==> src/rtl/snn_spike_flatten.sv <==
// snn_spike_flatten: turns pooled spikes {ch, y, x, valid} into flat FC neuron indices.
// A decode register feeds an output FIFO whose head slot is the registered output beat.
// Optional macro SNN_FLATTEN_DEDUP_EN: forward at most one spike per neuron per timestep.
module snn_spike_flatten #(
  parameter int unsigned IN_HEIGHT   = 4,
  parameter int unsigned IN_WIDTH    = 4,
  parameter int unsigned IN_CHANNELS = 4,
  parameter int unsigned INDEX_WIDTH = 16,
  parameter int unsigned FIFO_DEPTH  = 16
) (
  input  logic        clk,
  input  logic        reset,
  input  logic        enable,
  input  logic [31:0] s_axis_input_tdata,
  input  logic        s_axis_input_tvalid,
  output logic        s_axis_input_tready,
  input  logic        s_axis_input_tlast,
  output logic [31:0] m_axis_output_tdata,
  output logic        m_axis_output_tvalid,
  input  logic        m_axis_output_tready,
  output logic        m_axis_output_tlast,
  output logic [31:0] input_spike_count,
  output logic [31:0] output_spike_count,
  output logic [31:0] dropped_count
);

  localparam int unsigned PLANE   = IN_HEIGHT * IN_WIDTH;
  localparam int unsigned NEURONS = IN_CHANNELS * PLANE;
  localparam int unsigned AW      = $clog2(FIFO_DEPTH);
  localparam int unsigned CW      = AW + 1;
  localparam int unsigned ENTRY_W = INDEX_WIDTH + 2;

  logic [7:0]             in_ch, in_y, in_x;
  logic                   in_range_c, keep_c, accept_c;
  logic [INDEX_WIDTH-1:0] raw_index_c;
  logic [CW:0]            occ_c;

  logic                   dec_valid, dec_keep, dec_last;
  logic [INDEX_WIDTH-1:0] dec_index;

  logic [ENTRY_W-1:0]     mem [FIFO_DEPTH];
  logic [AW-1:0]          wr_ptr, rd_ptr;
  logic [CW-1:0]          mem_count;
  logic [ENTRY_W-1:0]     head_c;
  logic                   head_last_c, head_keep_c, head_emit_c;
  logic [INDEX_WIDTH-1:0] head_index_c;
  logic                   slot_free_c, pop_c, out_pop_c;
  logic                   unused_valid_bits;

  assign in_ch = s_axis_input_tdata[31:24];
  assign in_y  = s_axis_input_tdata[23:16];
  assign in_x  = s_axis_input_tdata[15:8];
  assign unused_valid_bits = ^s_axis_input_tdata[7:1];

  // Input is ready while the decode stage plus buffered beats leave room for one more
  assign occ_c = (CW+1)'(mem_count) + (CW+1)'(m_axis_output_tvalid) + (CW+1)'(dec_valid);
  assign s_axis_input_tready = reset && enable && (occ_c < (CW+1)'(FIFO_DEPTH));
  assign accept_c = s_axis_input_tvalid && s_axis_input_tready;

  // Range check and flat index arithmetic for the incoming beat
  always_comb begin
    in_range_c  = s_axis_input_tdata[0]
                  && (32'(in_ch) < IN_CHANNELS)
                  && (32'(in_y) < IN_HEIGHT)
                  && (32'(in_x) < IN_WIDTH);
    raw_index_c = INDEX_WIDTH'(in_ch) * INDEX_WIDTH'(PLANE)
                + INDEX_WIDTH'(in_y) * INDEX_WIDTH'(IN_WIDTH)
                + INDEX_WIDTH'(in_x);
  end

`ifdef SNN_FLATTEN_DEDUP_EN
  localparam int unsigned NB = (NEURONS > 1) ? $clog2(NEURONS) : 1;
  logic [NEURONS-1:0] seen;

  assign keep_c = in_range_c && !seen[NB'(raw_index_c)];

  // Per-timestep neuron bitmap; an accepted tlast beat is checked first, then clears it
  always_ff @(posedge clk) begin
    if (!reset) begin
      seen <= '0;
    end else if (accept_c) begin
      if (s_axis_input_tlast) seen <= '0;
      else if (keep_c)        seen[NB'(raw_index_c)] <= 1'b1;
    end
  end
`else
  assign keep_c = in_range_c;
`endif

  // Stage 1 decode register, committed to the FIFO on the following cycle
  always_ff @(posedge clk) begin
    if (!reset) begin
      dec_valid <= 1'b0;
      dec_keep  <= 1'b0;
      dec_last  <= 1'b0;
      dec_index <= '0;
    end else begin
      dec_valid <= accept_c;
      if (accept_c) begin
        dec_keep  <= keep_c;
        dec_last  <= s_axis_input_tlast;
        dec_index <= keep_c ? raw_index_c : '0;
      end
    end
  end

  // FIFO head classification and pop conditions
  always_comb begin
    head_c       = mem[rd_ptr];
    head_last_c  = head_c[ENTRY_W-1];
    head_keep_c  = head_c[ENTRY_W-2];
    head_index_c = head_c[INDEX_WIDTH-1:0];
    head_emit_c  = head_keep_c || head_last_c;
    slot_free_c  = !m_axis_output_tvalid || m_axis_output_tready;
    pop_c        = slot_free_c && (mem_count != '0);
    out_pop_c    = m_axis_output_tvalid && m_axis_output_tready;
  end

  // FIFO storage, no reset needed since occupancy is tracked separately
  always_ff @(posedge clk) begin
    if (dec_valid) mem[wr_ptr] <= {dec_last, dec_keep, dec_index};
  end

  // FIFO pointers, registered output slot and statistics counters
  always_ff @(posedge clk) begin
    if (!reset) begin
      wr_ptr               <= '0;
      rd_ptr               <= '0;
      mem_count            <= '0;
      m_axis_output_tvalid <= 1'b0;
      m_axis_output_tdata  <= '0;
      m_axis_output_tlast  <= 1'b0;
      input_spike_count    <= '0;
      output_spike_count   <= '0;
      dropped_count        <= '0;
    end else begin
      if (dec_valid) wr_ptr <= wr_ptr + AW'(1);
      if (pop_c)     rd_ptr <= rd_ptr + AW'(1);
      mem_count <= mem_count + CW'(dec_valid) - CW'(pop_c);
      if (slot_free_c) begin
        m_axis_output_tvalid <= pop_c && head_emit_c;
        if (pop_c && head_emit_c) begin
          m_axis_output_tdata <= {~head_keep_c, 15'b0, head_keep_c ? 16'(head_index_c) : 16'd0};
          m_axis_output_tlast <= head_last_c;
        end
      end
      if (accept_c)                                  input_spike_count  <= input_spike_count + 32'd1;
      if (out_pop_c && !m_axis_output_tdata[31])     output_spike_count <= output_spike_count + 32'd1;
      if (pop_c && !head_keep_c)                     dropped_count      <= dropped_count + 32'd1;
    end
  end

endmodule

==> config.mk <==
export PLATFORM = sky130hd
export DESIGN_NAME = snn_spike_flatten
export DESIGN_NICKNAME = d
export VERILOG_FILES = /design/src/rtl/snn_spike_flatten.sv
export SDC_FILE = /design/constraint.sdc
export NUM_CORES = 1
export LEC_CHECK = 0
export ABC_AREA = 1
export CAP_MARGIN = 15
export CORE_UTILIZATION = 58
export DETAILED_ROUTE_END_ITERATION = 12
export PLACE_DENSITY = 0.81
export SLEW_MARGIN = 20
export SYNTH_ARGS = -nofsm -noshare
export SYNTH_HDL_FRONTEND = slang
export SYNTH_SLANG_ARGS = --single-unit
==> constraint.sdc <==
create_clock -name clk -period 2.8 [get_ports clk]
set_input_delay 0.56 -clock clk [delete_from_list [all_inputs] [get_ports clk]]
set_output_delay 0.56 -clock clk [all_outputs]
set_load 0.02 [all_outputs]
## Yosys cells after proc, flatten, opt, wreduce, memory -nomap -nowiden

Memories as Yosys holds them, arrays and structs flattened. A register that Yosys moved wholly into a read port is not among the register bits.
Cells that the tools add are included.
Widths: inputs -> output; s select.

| storage, ports and cells | value |
|---|---|
| register bits after elaboration | 147 |
| latch bits | 0 |
| bits in writable memories | 288 |
| ROM bits | 0 |
| input port bits | 38 |
| output and inout port bits | 131 |
| logic and storage cells | 54 |
| memories kept | 1 |

Memories:

| memory | words | width | rd ports | clocked after Yosys merged registers in | wr ports | line | RTL |
|---|---|---|---|---|---|---|---|
| mem | 16 | 18 | 1 | 1 | 1 | 41 | `logic [ENTRY_W-1:0] mem [FIFO_DEPTH];` |

| operators by class | value |
|---|---|
| add/sub/neg operators | 11 |
| multipliers | 0 |
| div/mod/pow operators | 0 |
| $lt $le $gt $ge | 4 |
| eq/ne operators | 0 |
| shift-type cells | 0 |
| mux-type cells | 6 |
| bitwise gates (word level) | 1 |
| reduce and logical (&&, ||, !) cells | 18 |

Operators by type and width:

| cell | count |
|---|---|
| $add 32x1->32 const B | 3 |
| $lt 8x3->1 const B | 3 |
| $mux 16 | 1 |
| $add 13x8->14 | 1 |
| $mux 14 | 1 |
| $add 12x10->13 | 1 |
| $logic_and 1x1->1 | 11 |
| $add 4x1->4 const B | 2 |
| $mux 4 | 2 |
| $add 5x1->6 | 1 |
| $add 6x1->6 | 1 |
| $lt 6x5->1 const B | 1 |
| $add 5x1->5 | 1 |
| $reduce_bool 5->1 | 1 |
| $sub 5x1->5 | 1 |
| $logic_not 1->1 | 3 |
| $logic_or 1x1->1 | 2 |
| $mux 1 | 2 |
| $reduce_and 2->1 | 1 |
| $not 1->1 | 1 |

## Logic depth before layout (Yosys ltp)

Gate-level depths: netlist of the first run.

| logic depth | value |
|---|---|
| word-level depth | 5 |
| mapped depth | 14 |

## Worst setup path before layout of the first run

OpenSTA, ideal clock, no wires.

| timing | value |
|---|---|
| kind | input port to flip-flop |
| start point | in s_axis_input_tdata[12] |
| end point | reg dec_index[9] |
| library setup time | 0.070 ns |
| arrival | 2.186 ns |
| data required time | 2.730 ns |
| path slack | 0.543 ns |
| stages | 11 |
| path buffers | 0 |
| cells stage by stage | inv_1 > fa_1 > inv_1 > fa_1 > nand3_1 > nand3_1 > nand3_1 > nand2_1 > nand2_1 > nand3_1 > a21oi_1 |

| between the ends | value |
|---|---|
| longest elaborated chain between the ends | 3 |

Ends and longest elaborated chain:

| what | line | RTL |
|---|---|---|
| start, declared | 14 | `input logic [31:0] s_axis_input_tdata,` |
| parallel branches: the longest is 2 deep, another holds $add 13x8->14 | - |  |
| $mux 14 (*) | 102 | `dec_index <= keep_c ? raw_index_c : '0;` |
| end signal, assigned | 102 |  |
| end, declared | 39 | `logic [INDEX_WIDTH-1:0] dec_index;` |

Every way passes the cells marked *.
A chain may end at the register's enable or synchronous reset.

## Worst setup path in the final report of the first run

| timing | value |
|---|---|
| start point | reg mem_count[0] |
| end point | out s_axis_input_tready |

| between the ends | value |
|---|---|
| longest elaborated chain between the ends | 4 |

Ends and longest elaborated chain:

| what | line | RTL |
|---|---|---|
| start, declared | 43 | `logic [CW-1:0] mem_count;` |
| start signal, assigned | 139 | `mem_count <= mem_count + CW'(dec_valid) - CW'(pop_c);` |
| $add 5x1->6 | 56 | `assign occ_c = (CW+1)'(mem_count) + (CW+1)'(m_axis_output_tvalid) + (CW+1)'(dec_valid);` |
| $add 6x1->6 | 56 |  |
| $lt 6x5->1 | 57 | `assign s_axis_input_tready = reset && enable && (occ_c < (CW+1)'(FIFO_DEPTH));` |
| $logic_and 1x1->1 | 57 |  |
| end, declared | 16 | `output logic s_axis_input_tready,` |

Every way passes these cells.

==> results of run 1 <==
flip-flops by register name, indices dropped and copies added (netlist names), named ones only:
name                  count
mem                     240
dropped_count            32
input_spike_count        32
output_spike_count       32
m_axis_output_tdata      14
dec_index                13
mem_count                 5
rd_ptr                    4
wr_ptr                    4
dec_keep                  1
dec_last                  1
dec_valid                 1
m_axis_output_tlast       1
m_axis_output_tvalid      1
area by class of cell:
cell class              count  area share
diodes                      1    0.000119
inverters                 145      0.0259
clock buffers              50      0.0502
repair buffers            193      0.0874
flip-flops and latches    385       0.479
well taps                 396      0.0235
clock inverters            23      0.0101
multi-input cells        1430       0.324
how the worst max path moves through the flow:
stage / start / end / slack [ns] / cells after the start
global route: mem_count[2] / mem_count[4] / 0.12 / 14
detailed placement: s_axis_input_tdata[12] / dec_index[9] / -0.15 / 12
global placement: s_axis_input_tdata[12] / dec_index[9] / -0.11 / 11
CTS: mem_count[0] / s_axis_input_tready / 0.07 / 6
floorplan: s_axis_input_tdata[12] / dec_index[9] / 0.54 / 11
finish: mem_count[0] / s_axis_input_tready / 0.22 / 6
layer usage:
metal / wire length [microns] / global-route usage
met5: 9 / 0
met4: 1590 / 0.114
met3: 4810 / 0.0703
met2: 22100 / 0.489
met1: 18500 / 0.390
cell usage in the layout, fill, tap and decap left out, types with 46 or more instances in the layout:
| cell | instances |
|---|---|
| o21ai_0 | 92 |
| edfxtp_1 | 240 |
| buf_4 | 46 |
| inv_1 | 140 |
| dfxtp_1 | 144 |
| nand2_1 | 482 |
| nor2_1 | 326 |
| a21oi_1 | 133 |
| clkdlybuf4s50_1 | 142 |
| nand3_1 | 149 |
metrics by stage:
step	setup WS, ns	TNS, ns
6_report	0.220	0
3_5_place_dp	-0.146	-0.690
5_1_grt	0.119	0
4_1_cts	0.0722	0
2_1_floorplan	0.543	0
3_3_place_gp	-0.106	-0.435
cell families after synthesis:
family / share of synthesized area
flops: 0.562
xor+xnor: 0.0307
buf+inv: 0.0621
fa+ha+maj: 0.0269
other cells: 0.000209
compound gates: 0.0780
simple gates: 0.240
what timing repair did:
action                                  in CTS  in global routing
cloned                                       0                  0
resized for setup                            2                  2
endpoints found under the setup margin       1                  1
power by group:
part / internal (uW) / switching, uW
registers: 6140 / 175
clock network: 2980 / 2210
logic: 1200 / 2700
total: 10300 / 5090
==> flow_metrics.env, run 1 <==
export IMPL_slew_viol_final=0
export IMPL_end_kind="output port"
export IMPL_cts_path_max_buffers=3
export IMPL_worst_clock_skew_ns=0.0213
export IMPL_grt_pass1_vias=14200
export IMPL_critPathKind="flop to output port"
export IMPL_hold_slack_ns=0.475
export IMPL_final_layout_size_suffix_gt1_frac=0.0548
export IMPL_place_area_sq_um=19800
export IMPL_dp_cells=2549
export IMPL_floorplan_initialDensity=0.589
export IMPL_min_path_cells=1
export IMPL_fin_crit_ns=2.58
export IMPL_total_leakage_power_uw=0.00732
export IMPL_drc=0
export IMPL_final_cells=2623
export IMPL_start_kind="flop"
export IMPL_maxSlewHeadroom=0.429
export IMPL_clock_sinks=385
export IMPL_postCtsHoldBufs=0
export IMPL_r2r_start="mem_count[2]"
export IMPL_synthCells=2047
export IMPL_post_cts_buffers=0
export IMPL_cp_buffers_inverters=1
export IMPL_final_nets=2268
export IMPL_fin_total_pwr_uw=15400
export IMPL_r2r_cells=14
export IMPL_wl_microns=46900
export IMPL_async_flop_share=0
export IMPL_crit_chain="ha_1, a21oi_2, o21ai_0, nor2_1, and2_1, clkbuf_2"
export IMPL_crit_required_ns=2.24
export IMPL_numCtsBuffers=40
export IMPL_critPathMaxStageDelay_ns=0.39
export IMPL_htree_levels=2
export IMPL_syn_to_final_growth_pct=17.4
export IMPL_synthFlopType="edfxtp_1"
export IMPL_via_count=14800
export IMPL_grt_total_usage=0.301
export IMPL_yosys_area_top_type="edfxtp_1"
export IMPL_worstPathMaxFanout=4
export IMPL_grt_pass1_wl_microns=73800
export IMPL_dpl_hpwl_microns=30400
export IMPL_maxCapViolCount=0
export IMPL_yosys_top_cells_area="edfxtp_1 40%, dfxtp_1 16%, nand2_1 10%"
export IMPL_final_area_sq_um=21100
export IMPL_cts_root_buf="clkbuf_16"
export IMPL_cts_tree="built"
export IMPL_rr_endpoint="mem_count[4]"
export IMPL_hp_class="flop to flop"
export IMPL_vdd_drop_max_mv=0.593
export IMPL_synth_edf_count=240
export IMPL_multi_input_area_sq_um=6830
export IMPL_dr_pass1_iters=5
export IMPL_grt_max_degree=109
export IMPL_ios=169
export IMPL_min_period_over_period=0.921
export IMPL_yosysSeqAreaShare=0.562
export IMPL_max_freq_mhz=388
export IMPL_die_h_microns=178
export IMPL_die_area_sq_um=31700
export IMPL_synth_cell_types=37
export IMPL_synth_common_cells="482 x nand2_1, 327 x nor2_1, 240 x edfxtp_1"
export IMPL_outcome="complete, no violations"
export IMPL_cpMaxStageDelayCell="dfxtp_1"
export IMPL_cp_data_arrival_time_ns=2.02
export IMPL_place_gp_congestion=0.970
export IMPL_final_util=0.692
export IMPL_worst_r2r_setup_slack_ns=0.35
export IMPL_hold_path_startpoint="rd_ptr[2]"
export IMPL_row_count=64
export IMPL_setup_viol=0
export IMPL_clock_latency_ns=0.55
export IMPL_ys_warn_count=0
export IMPL_ys_seq_elements=385
export IMPL_yosys_area_top_type_share=0.401
export IMPL_synth_most_common_cell="nand2_1"
export IMPL_final_hold_violation_count=0
export IMPL_io_buffers=143
export IMPL_wl_per_cell_microns=17.9
export IMPL_seq_area_sq_um=10100
export IMPL_fill_cells=2278
export IMPL_coreArea_sq_um=30500
export IMPL_syn_area_per_cell_sq_um=8.78
export IMPL_viasPerCell=5.63
export IMPL_worstMarginPinSlew_ns=0.856
export IMPL_rsz0062_at_grt="no"
export IMPL_synth_area_sq_um=18000
export IMPL_die_x_microns=178
export IMPL_antenna_found_initial=1
export IMPL_cellPowerDensity_nw_per_um2=731
export IMPL_postRouteAntennaNets=0
export IMPL_grt_overflow=0
export IMPL_clk_pin_slew_ns=0.06
export IMPL_drt_iter0_drc=1454
export IMPL_crit_family="flip-flops"
(Power assumes the default switching activity.)
==> run 2: changes to the inputs <==
TNS_END_PERCENT = 10   (was not set)
==> results of run 2 <==
Same layout as run 1: the final DEF is identical, and so are final timing and power.
